$ cat config.mk
export PLATFORM = sky130hd
export DESIGN_NAME = pipe_ctrl_flat
export DESIGN_NICKNAME = d
export VERILOG_FILES = /design/src/rtl/legv8_pkg.sv /design/src/rtl/pipe_ctrl_if.sv /design/src/rtl/hazard_detect.sv /design/src/rtl/pipe_ctrl.sv /design/src/flat_wrapper.sv
export SDC_FILE = /design/constraint.sdc
export NUM_CORES = 1
export LEC_CHECK = 0
export ABC_CLOCK_PERIOD_IN_PS = 3700
export CAP_MARGIN = 20
export CORE_MARGIN = 10
export CORE_UTILIZATION = 52
export CTS_CLUSTER_SIZE = 20
export DETAILED_ROUTE_END_ITERATION = 16
export GPL_TIMING_DRIVEN = 0
export PLACE_DENSITY = 0.87
export SYNTH_ARGS = -nofsm -noshare
export SYNTH_HDL_FRONTEND = slang
export SYNTH_HIERARCHICAL = 1
export SYNTH_SLANG_ARGS = --single-unit
$ cat constraint.sdc
create_clock -name clk -period 3.7 [get_ports clk]
set_input_delay 0.37 -clock clk [delete_from_list [all_inputs] [get_ports clk]]
set_output_delay 0.37 -clock clk [all_outputs]
set_load 0.01 [all_outputs]
$ cat src/rtl/legv8_pkg.sv
// Shared types and constants for the LEGv8 pipeline control logic.
package legv8_pkg;

  localparam int REG_W = 5;
  localparam logic [REG_W-1:0] XZR = 5'd31;

  typedef enum logic [1:0] {
    RUN      = 2'd0,
    MEM_WAIT = 2'd1,
    ERROR    = 2'd2
  } ctrl_state_t;

endpackage

$ cat src/rtl/pipe_ctrl_if.sv
// Handshake bundle between the pipeline datapath and its hazard controller.
// The controller side is the master: it receives hazard information and
// drives the register enables and flushes.
interface pipe_ctrl_if;
  import legv8_pkg::*;

  logic [REG_W-1:0] id_rn;
  logic [REG_W-1:0] id_rm;
  logic [REG_W-1:0] ex_rd;
  logic             ex_memread;
  logic             mem_branch_taken;
  logic             mem_req;
  logic             mem_ready;

  logic en_pc;
  logic en_ifid;
  logic en_idex;
  logic en_exmem;
  logic en_memwb;
  logic flush_ifid;
  logic flush_idex;
  logic flush_exmem;

  modport master (
    input  id_rn, id_rm, ex_rd, ex_memread, mem_branch_taken, mem_req, mem_ready,
    output en_pc, en_ifid, en_idex, en_exmem, en_memwb,
    output flush_ifid, flush_idex, flush_exmem
  );

  modport slave (
    output id_rn, id_rm, ex_rd, ex_memread, mem_branch_taken, mem_req, mem_ready,
    input  en_pc, en_ifid, en_idex, en_exmem, en_memwb,
    input  flush_ifid, flush_idex, flush_exmem
  );

endinterface

$ cat src/rtl/hazard_detect.sv
// Load-use comparator: the load in EX writes a register the instruction in
// ID reads. XZR is hardwired zero, so it never creates a dependency.
module hazard_detect
  import legv8_pkg::*;
(
  input  logic             ex_memread,
  input  logic [REG_W-1:0] ex_rd,
  input  logic [REG_W-1:0] id_rn,
  input  logic [REG_W-1:0] id_rm,
  output logic             lu
);

  assign lu = ex_memread && (ex_rd != XZR) && ((ex_rd == id_rn) || (ex_rd == id_rm));

endmodule

$ cat src/rtl/pipe_ctrl.sv
// Hazard and sequencing controller for the 5-stage LEGv8 pipeline.
//
//   state    | meaning
//   ---------+-------------------------------------------------------------
//   RUN      | normal flow; load-use bubbles and branch flushes applied
//   MEM_WAIT | multi-cycle data access outstanding, whole pipe frozen
//   ERROR    | memory watchdog expired, pipe frozen until reset
//
// A branch that resolves in the same cycle a memory stall starts is
// remembered in pend_flush and applied when the access completes.
module pipe_ctrl
  import legv8_pkg::*;
#(
  parameter int TIMEOUT = 255,
  parameter int CNT_W   = 16
) (
  input  logic             clk,
  input  logic             reset,
  pipe_ctrl_if.master      pif,
  output logic [CNT_W-1:0] stall_cnt,
  output logic             err
);

  localparam int WAIT_W = ($clog2(TIMEOUT + 1) > 8) ? $clog2(TIMEOUT + 1) : 8;

  ctrl_state_t       fsm;
  logic              pend_flush;
  logic [WAIT_W-1:0] wait_cnt;
  logic [WAIT_W-1:0] wait_nxt;

  logic lu;
  logic stall_mem;
  logic take_flush;
  logic en_front;
  logic en_back;
  logic fl_all;
  logic fl_idex;

  hazard_detect u_hazard (
    .ex_memread (pif.ex_memread),
    .ex_rd      (pif.ex_rd),
    .id_rn      (pif.id_rn),
    .id_rm      (pif.id_rm),
    .lu         (lu)
  );

  assign wait_nxt = wait_cnt + WAIT_W'(1);

  // Output mux: memory freeze beats branch flush beats load-use bubble.
  always_comb begin
    stall_mem  = 1'b0;
    take_flush = 1'b0;
    en_front   = 1'b0;
    en_back    = 1'b0;
    fl_all     = 1'b0;
    fl_idex    = 1'b0;
    case (fsm)
      RUN: begin
        stall_mem  = pif.mem_req && !pif.mem_ready;
        take_flush = pif.mem_branch_taken;
      end
      MEM_WAIT: begin
        stall_mem  = !pif.mem_ready;
        take_flush = pif.mem_branch_taken || pend_flush;
      end
      default: stall_mem = 1'b1;
    endcase
    if (!reset || stall_mem) begin
      en_front = 1'b0;
      en_back  = 1'b0;
    end else if (take_flush) begin
      en_front = 1'b1;
      en_back  = 1'b1;
      fl_all   = 1'b1;
    end else if (lu) begin
      en_back  = 1'b1;
      fl_idex  = 1'b1;
    end else begin
      en_front = 1'b1;
      en_back  = 1'b1;
    end
  end

  assign pif.en_pc       = en_front;
  assign pif.en_ifid     = en_front;
  assign pif.en_idex     = en_back;
  assign pif.en_exmem    = en_back;
  assign pif.en_memwb    = en_back;
  assign pif.flush_ifid  = fl_all;
  assign pif.flush_idex  = fl_all || fl_idex;
  assign pif.flush_exmem = fl_all;

  // Sequencing FSM, memory watchdog and saturating stall counter.
  always_ff @(posedge clk or negedge reset) begin
    if (!reset) begin
      fsm        <= RUN;
      pend_flush <= 1'b0;
      wait_cnt   <= '0;
      stall_cnt  <= '0;
      err        <= 1'b0;
    end else begin
      if (!(en_front && en_back) && (stall_cnt != '1)) begin
        stall_cnt <= stall_cnt + CNT_W'(1);
      end
      case (fsm)
        RUN: begin
          if (pif.mem_req && !pif.mem_ready) begin
            fsm        <= MEM_WAIT;
            wait_cnt   <= WAIT_W'(1);
            pend_flush <= pif.mem_branch_taken;
          end
        end
        MEM_WAIT: begin
          if (pif.mem_ready) begin
            fsm        <= RUN;
            wait_cnt   <= '0;
            pend_flush <= 1'b0;
          end else begin
            wait_cnt <= wait_nxt;
            if (32'(wait_nxt) >= 32'(TIMEOUT)) begin
              fsm <= ERROR;
              err <= 1'b1;
            end
          end
        end
        default: err <= 1'b1;
      endcase
    end
  end

endmodule

$ cat src/flat_wrapper.sv
// flat-port wrapper written by rule: the top's interface ports become plain ports
module pipe_ctrl_flat import legv8_pkg::*;
#(
  parameter int TIMEOUT = 255,
  parameter int CNT_W   = 16
)
  (clk, reset, stall_cnt, err, pif_id_rn, pif_id_rm, pif_ex_rd, pif_ex_memread, pif_mem_branch_taken, pif_mem_req, pif_mem_ready, pif_en_pc, pif_en_ifid, pif_en_idex, pif_en_exmem, pif_en_memwb, pif_flush_ifid, pif_flush_idex, pif_flush_exmem);
  pipe_ctrl_if pif_i ();
  input  logic clk;
  input  logic reset;
  output logic [CNT_W-1:0] stall_cnt;
  output logic err;
  input wire logic [$bits(pif_i.id_rn)-1:0] pif_id_rn;
  input wire logic [$bits(pif_i.id_rm)-1:0] pif_id_rm;
  input wire logic [$bits(pif_i.ex_rd)-1:0] pif_ex_rd;
  input wire logic [$bits(pif_i.ex_memread)-1:0] pif_ex_memread;
  input wire logic [$bits(pif_i.mem_branch_taken)-1:0] pif_mem_branch_taken;
  input wire logic [$bits(pif_i.mem_req)-1:0] pif_mem_req;
  input wire logic [$bits(pif_i.mem_ready)-1:0] pif_mem_ready;
  output wire logic [$bits(pif_i.en_pc)-1:0] pif_en_pc;
  output wire logic [$bits(pif_i.en_ifid)-1:0] pif_en_ifid;
  output wire logic [$bits(pif_i.en_idex)-1:0] pif_en_idex;
  output wire logic [$bits(pif_i.en_exmem)-1:0] pif_en_exmem;
  output wire logic [$bits(pif_i.en_memwb)-1:0] pif_en_memwb;
  output wire logic [$bits(pif_i.flush_ifid)-1:0] pif_flush_ifid;
  output wire logic [$bits(pif_i.flush_idex)-1:0] pif_flush_idex;
  output wire logic [$bits(pif_i.flush_exmem)-1:0] pif_flush_exmem;
  assign pif_i.id_rn = pif_id_rn;
  assign pif_i.id_rm = pif_id_rm;
  assign pif_i.ex_rd = pif_ex_rd;
  assign pif_i.ex_memread = pif_ex_memread;
  assign pif_i.mem_branch_taken = pif_mem_branch_taken;
  assign pif_i.mem_req = pif_mem_req;
  assign pif_i.mem_ready = pif_mem_ready;
  assign pif_en_pc = pif_i.en_pc;
  assign pif_en_ifid = pif_i.en_ifid;
  assign pif_en_idex = pif_i.en_idex;
  assign pif_en_exmem = pif_i.en_exmem;
  assign pif_en_memwb = pif_i.en_memwb;
  assign pif_flush_ifid = pif_i.flush_ifid;
  assign pif_flush_idex = pif_i.flush_idex;
  assign pif_flush_exmem = pif_i.flush_exmem;
  pipe_ctrl #(.TIMEOUT(TIMEOUT), .CNT_W(CNT_W)) u_core (.clk(clk), .reset(reset), .pif(pif_i), .stall_cnt(stall_cnt), .err(err));
endmodule
After elaboration in Yosys (flattened, before gate mapping). Cells that the tools add are included. Widths: inputs -> output; s select.

Add/subtract/negate cells: 2. Order comparisons: 1. Equal/unequal tests: 10. Multiplexer cells: 24. Bitwise operators: 1. Reductions and logical operators: 18.

Operators by type and width (count): $add 16x1->16 const B (1); $mux 8 (2); $ne 16x16->1 const B (1); $pmux 8 s2 (1); $mux 1 (13); $eq 5x5->1 (2); $reduce_and 3->1 (3); $add 8x1->8 const B (1); $ge 8x8->1 const B (1); $pmux 1 s2 (4); $mux 2 (3); $logic_and 1x1->1 (5); $ne 5x5->1 const B (1); $logic_or 1x1->1 (4); $ne 2x1->1 const B (2); $ne 2x2->1 const B (2); $pmux 2 s2 (1); $logic_not 1->1 (3); $ne 3x2->1 const B (1); $eq 2x1->1 const B (1); $logic_not 2->1 (1); $reduce_and 2->1 (1); $reduce_bool 2->1 (1); $not 1->1 (1).

Bits in registers: 28. Output and inout bits: 25. Logic and storage cells: 61.

Logic depth before layout (Yosys ltp).
Depth after elaboration: 9. Depth in mapped cells: 8.

Hierarchy. The synthesis kept the hierarchy.

Modules (own cells, without submodules): pipe_ctrl (times used 1, cells each 158, area an instance 1599.0 um^2, sequential area each 700.7 um^2); hazard_detect (times used 1, cells each 18, area an instance 126.4 um^2, sequential area each 0.0 um^2).

Least setup slack after synthesis. OpenSTA, ideal clock, no wires.

Kind: input -> output. From: input port pif_id_rn[0]. To: output port pif_en_pc. Arrival time: 1.531 ns. Required time: 3.330 ns. Path slack: 1.799 ns. Stages: 7. Buffers on the path: 2. Path through: xor2_1 nor3_1 nand3_1 a21oi_1 a2111oi_4 buf_6 buf_4.

Word-level cells in the longest chain between the ends: 6.

RTL lines: from (decl) (RTL line flat_wrapper.sv:13) `input wire logic [$bits(pif_i.id_rn)-1:0] pif_id_rn;`; $eq 5x5->1 (RTL line hazard_detect.sv:13) `assign lu = ex_memread && (ex_rd != XZR) && ((ex_rd == id_rn) || (ex_rd == id_rm));`; $logic_or 1x1->1 (RTL line hazard_detect.sv:13); $logic_and 1x1->1 (RTL line hazard_detect.sv:13); via u_core.lu (RTL line pipe_ctrl.sv:31) `logic lu;`; $mux 1 (RTL line pipe_ctrl.sv:75) `end else if (lu) begin`; $mux 1 (RTL line pipe_ctrl.sv:71) `end else if (take_flush) begin`; $mux 1 (RTL line pipe_ctrl.sv:68) `if (!reset || stall_mem) begin`; to (decl) (RTL line flat_wrapper.sv:20) `output wire logic [$bits(pif_i.en_pc)-1:0] pif_en_pc;`.

The timed path passes the listed nets, and every way through them passes these cells.

Worst setup path after layout.
From: input port pif_ex_rd[3]. To: output port pif_en_pc.

Word-level cells in the longest chain between the ends: 6. Elaborated cells between the ends (all ways): 9.

RTL lines: from (decl) (RTL line flat_wrapper.sv:15) `input wire logic [$bits(pif_i.ex_rd)-1:0] pif_ex_rd;`; $ne 5x5->1 or $eq 5x5->1 (tied branches) (RTL line hazard_detect.sv:13); $logic_and 1x1->1 or $logic_or 1x1->1 (tied branches) (RTL line hazard_detect.sv:13); $logic_and 1x1->1 (*) (RTL line hazard_detect.sv:13); via u_core.lu (RTL line pipe_ctrl.sv:31); $mux 1 (*) (RTL line pipe_ctrl.sv:75); $mux 1 (*) (RTL line pipe_ctrl.sv:71); $mux 1 (*) (RTL line pipe_ctrl.sv:68).

Mark *: on every way through the listed nets, which the timed path passes. The rest lies on a longest branch.

==> metrics.txt <==
status=completed; vias in the first global route=1,571; clk_lat worst skew=around 0.32 ns; CP max stage delay=0.60 ns; Clock Power Share=0.135; Peak Freq=0.308 GHz; Setup crit end kind=output port; Pint=0.585 mW; Pre-Repair DR Iteration Count=4; Post-Place Cell Area=between 2000 and 2500 µm²; final WL=approximately 4400 µm; setup ws final=~0.45 ns; I/O pin total=between 40 and 50; vias per cell=5.76; # diodes=0; chip height=77.6 µm; DR vias=~1,600; Final Cycle Share=0.877; CTS tree=yes; RSZ-0062 raised after global routing=no; total chip power=a little over 0.9 mW; Yosys top cell area share=0.406; Place WS=roughly 0.42 ns; leak pwr=0.909 nW; Primary FF master, synth=dfrtp_1; worst hold path class=in2async; actual slew at the worst max-slew pin=0.610 ns; overall global routing resource usage=0.148; commonest non-fill, non-tap cell in the layout=clkdlybuf4s50_1; Distinct cells, synth=41; commonest non-fill, non-tap cells in the layout=clkdlybuf4s50_1, dfrtp_1, xor2_1, nor3_1, o21ai_0; cell count after synthesis=176; design area=2270 µm²; input/output buffers=45; global-route wire length before repair=7600 µm; syn nets=200; pwr dens=399 nW/µm²; Clock Skews=0.00230 ns; DRC errors left=0; worst-path cell with the longest stage delay=a2111oi_4; wire length per cell=16.4 µm; FFs w/ async S/R, synth=1.00; Mapped Area=1730 µm²; max-cap violations=0; worst path cell trace=clkdlybuf4s50_1 > xor2_1 > nor3_1 > nand3_1 > a21oi_1 > a2111oi_4 > buf_6 > buf_4 > clkdlybuf4s50_1; crit path DAT=around 2.9 ns; Slew Limit Fails=0; total gr overflow=0; Worst Setup Start Kind=primary input; DP Wirelength=3510 µm; NetSw=0.320 mW; final hold vios=0; Yosys top cell by area=dfrtp_1; synthesized area per cell=9.80 µm²; Final setup viols=0; Final Util=0.731; worst vdd ir=252 µV; most frequent CP cell=clkdlybuf4s50_1; Final Wtd Congestion=0.818; setup_tns=0 ns; Setup CP Type=in2out; core footprint=3100 µm²; Sink Count=28; WP data required=3.33 ns; H-tree Lvls=1; Final min period=3.25 ns; flop and latch count out of synthesis=28; DRT iter0 DRCs=81; row cnt=20; # nets final=approximately 250; initial antenna violation count=0; power share of the sequential group=0.515; EDFF count, synth=0; pin count of the biggest net entering global routing=23; Seq/Total Area, Yosys=0.406; Antenna Nets Post-Route=0; Post CTS Setup Buffer Count=0; Clock Pin Slew Worst Setup and Hold Paths=around 0.13 ns; Post-CTS Hold Buffers=0; Synth-to-Final Area Change=31.5%; clk buf depth=2; CP Max Fanout=11; Yosys warning count=6; Sw Ratio=0.353; root buffer cell=clkbuf_4; # resized after CTS=0; Area contributors post-synth=dfrtp_1, xor2_1, nor3_1; layout cells sized above 1=0.0933; CTS buffer count=3; Starting Density=0.556; Die Area=6020 µm²; slew margin rel.=0.593; Combinational Power Share=0.350; Die X=77.6 µm
## Yosys cell counts (all sizes together) (2+ instances only)
cell type,n
and2,2
nor2b,3
nand4,9
xor2,20
nor2,8
nor4,6
ha,3
a31oi,2
buf,8
inv,4
dfrtp,28
nand2,10
a221o,2
nor3,15
nand2b,2
nand3,11
o31ai,3
o21a,2
xnor2,5
nor4b,3
and4,3
o21ai,13
a21oi,4
mux2,2
## worst max-delay path, delay by kind of cell
kind	cells	cell delay (ns)
AOI/OAI and AO/OA	2	0.72
and+or+nand+nor	2	0.17
buffers and inverters	4	1.41
xor gates and xnor gates	1	0.20
## power by group through the flow
| stage | combinational [mW] | clock [mW] | sequential [mW] |
|---|---|---|---|
| 6_report | 0.317 | 0.122 | 0.466 |
| 5_1_grt | 0.342 | 0.141 | 0.480 |
| 4_1_cts | 0.322 | 0.127 | 0.465 |
| 3_5_place_dp | 0.319 | 0 | 0.470 |
| 3_3_place_gp | 0.309 | 0 | 0.462 |
| 2_1_floorplan | 0.109 | 0 | 0.478 |
## area by class of cell
| type | instances | area (µm²) |
|---|---|---|
| Sequential cell | 28 | 701 |
| Timing Repair Buffer | 46 | 465 |
| Inverter | 4 | 15.0 |
| Multi-Input combinational cell | 135 | 951 |
| Tap cell | 44 | 55.1 |
| Fill cell | 239 | 835 |
| Clock buffer | 3 | 22.5 |
| Buffer | 9 | 58.8 |
## stage by stage
step           cells  hold slack [ns]
3_5_place_dp     266            0.464
6_report         269            0.336
5_1_grt          269            0.335
2_1_floorplan    176           0.0744
4_1_cts          269            0.337
3_3_place_gp     265            0.464
## flip-flops by register name, indices dropped and copies added, names as in the netlist
name	count
u_core/stall_cnt	16
u_core/wait_cnt	8
u_core/fsm	2
u_core/err	1
u_core/pend_flush	1
## routing by layer
| metal | share of wire | vias to the layer above | global-route usage |
|---|---|---|---|
| li1 | - | 747 | - |
| met1 | 0.44 | 738 | 0.179 |
| met2 | 0.48 | 58 | 0.255 |
| met3 | 0.066 | 7 | 0.0323 |
| met4 | 0.014 | 0 | 0.0493 |
| met5 | 0 | - | 0 |
## cells by family (layout without fill, tap and decap cells)
family,count (synthesis),in the layout,synth area share
multiplexers,2,2,0.0131
XOR/XNOR,25,25,0.127
AO/OA/AOI/OAI,28,28,0.115
adder cells (fa/ha/maj),3,3,0.0218
AND/OR/NAND/NOR,77,77,0.274
flip-flops,28,28,0.406
buffers and inverters,13,62,0.0428
## path summary, 6_finish.rpt
kind / start / to / slack [ns] / depth (start not counted)
max: pif_ex_rd[3] / pif_en_pc / 0.45 / 9
min: reset / u_core/wait_cnt[3] / 0.34 / 1
max reg2reg: u_core/fsm[0] / u_core/stall_cnt[7] / 1.83 / 5
min reg2reg: u_core/err / u_core/err / 0.50 / 2
max in group asynchronous: reset / u_core/wait_cnt[4] / 2.88 / 2
min in group clk: u_core/err / u_core/err / 0.50 / 2
No activity file was read; power rests on OpenSTA's default activity.
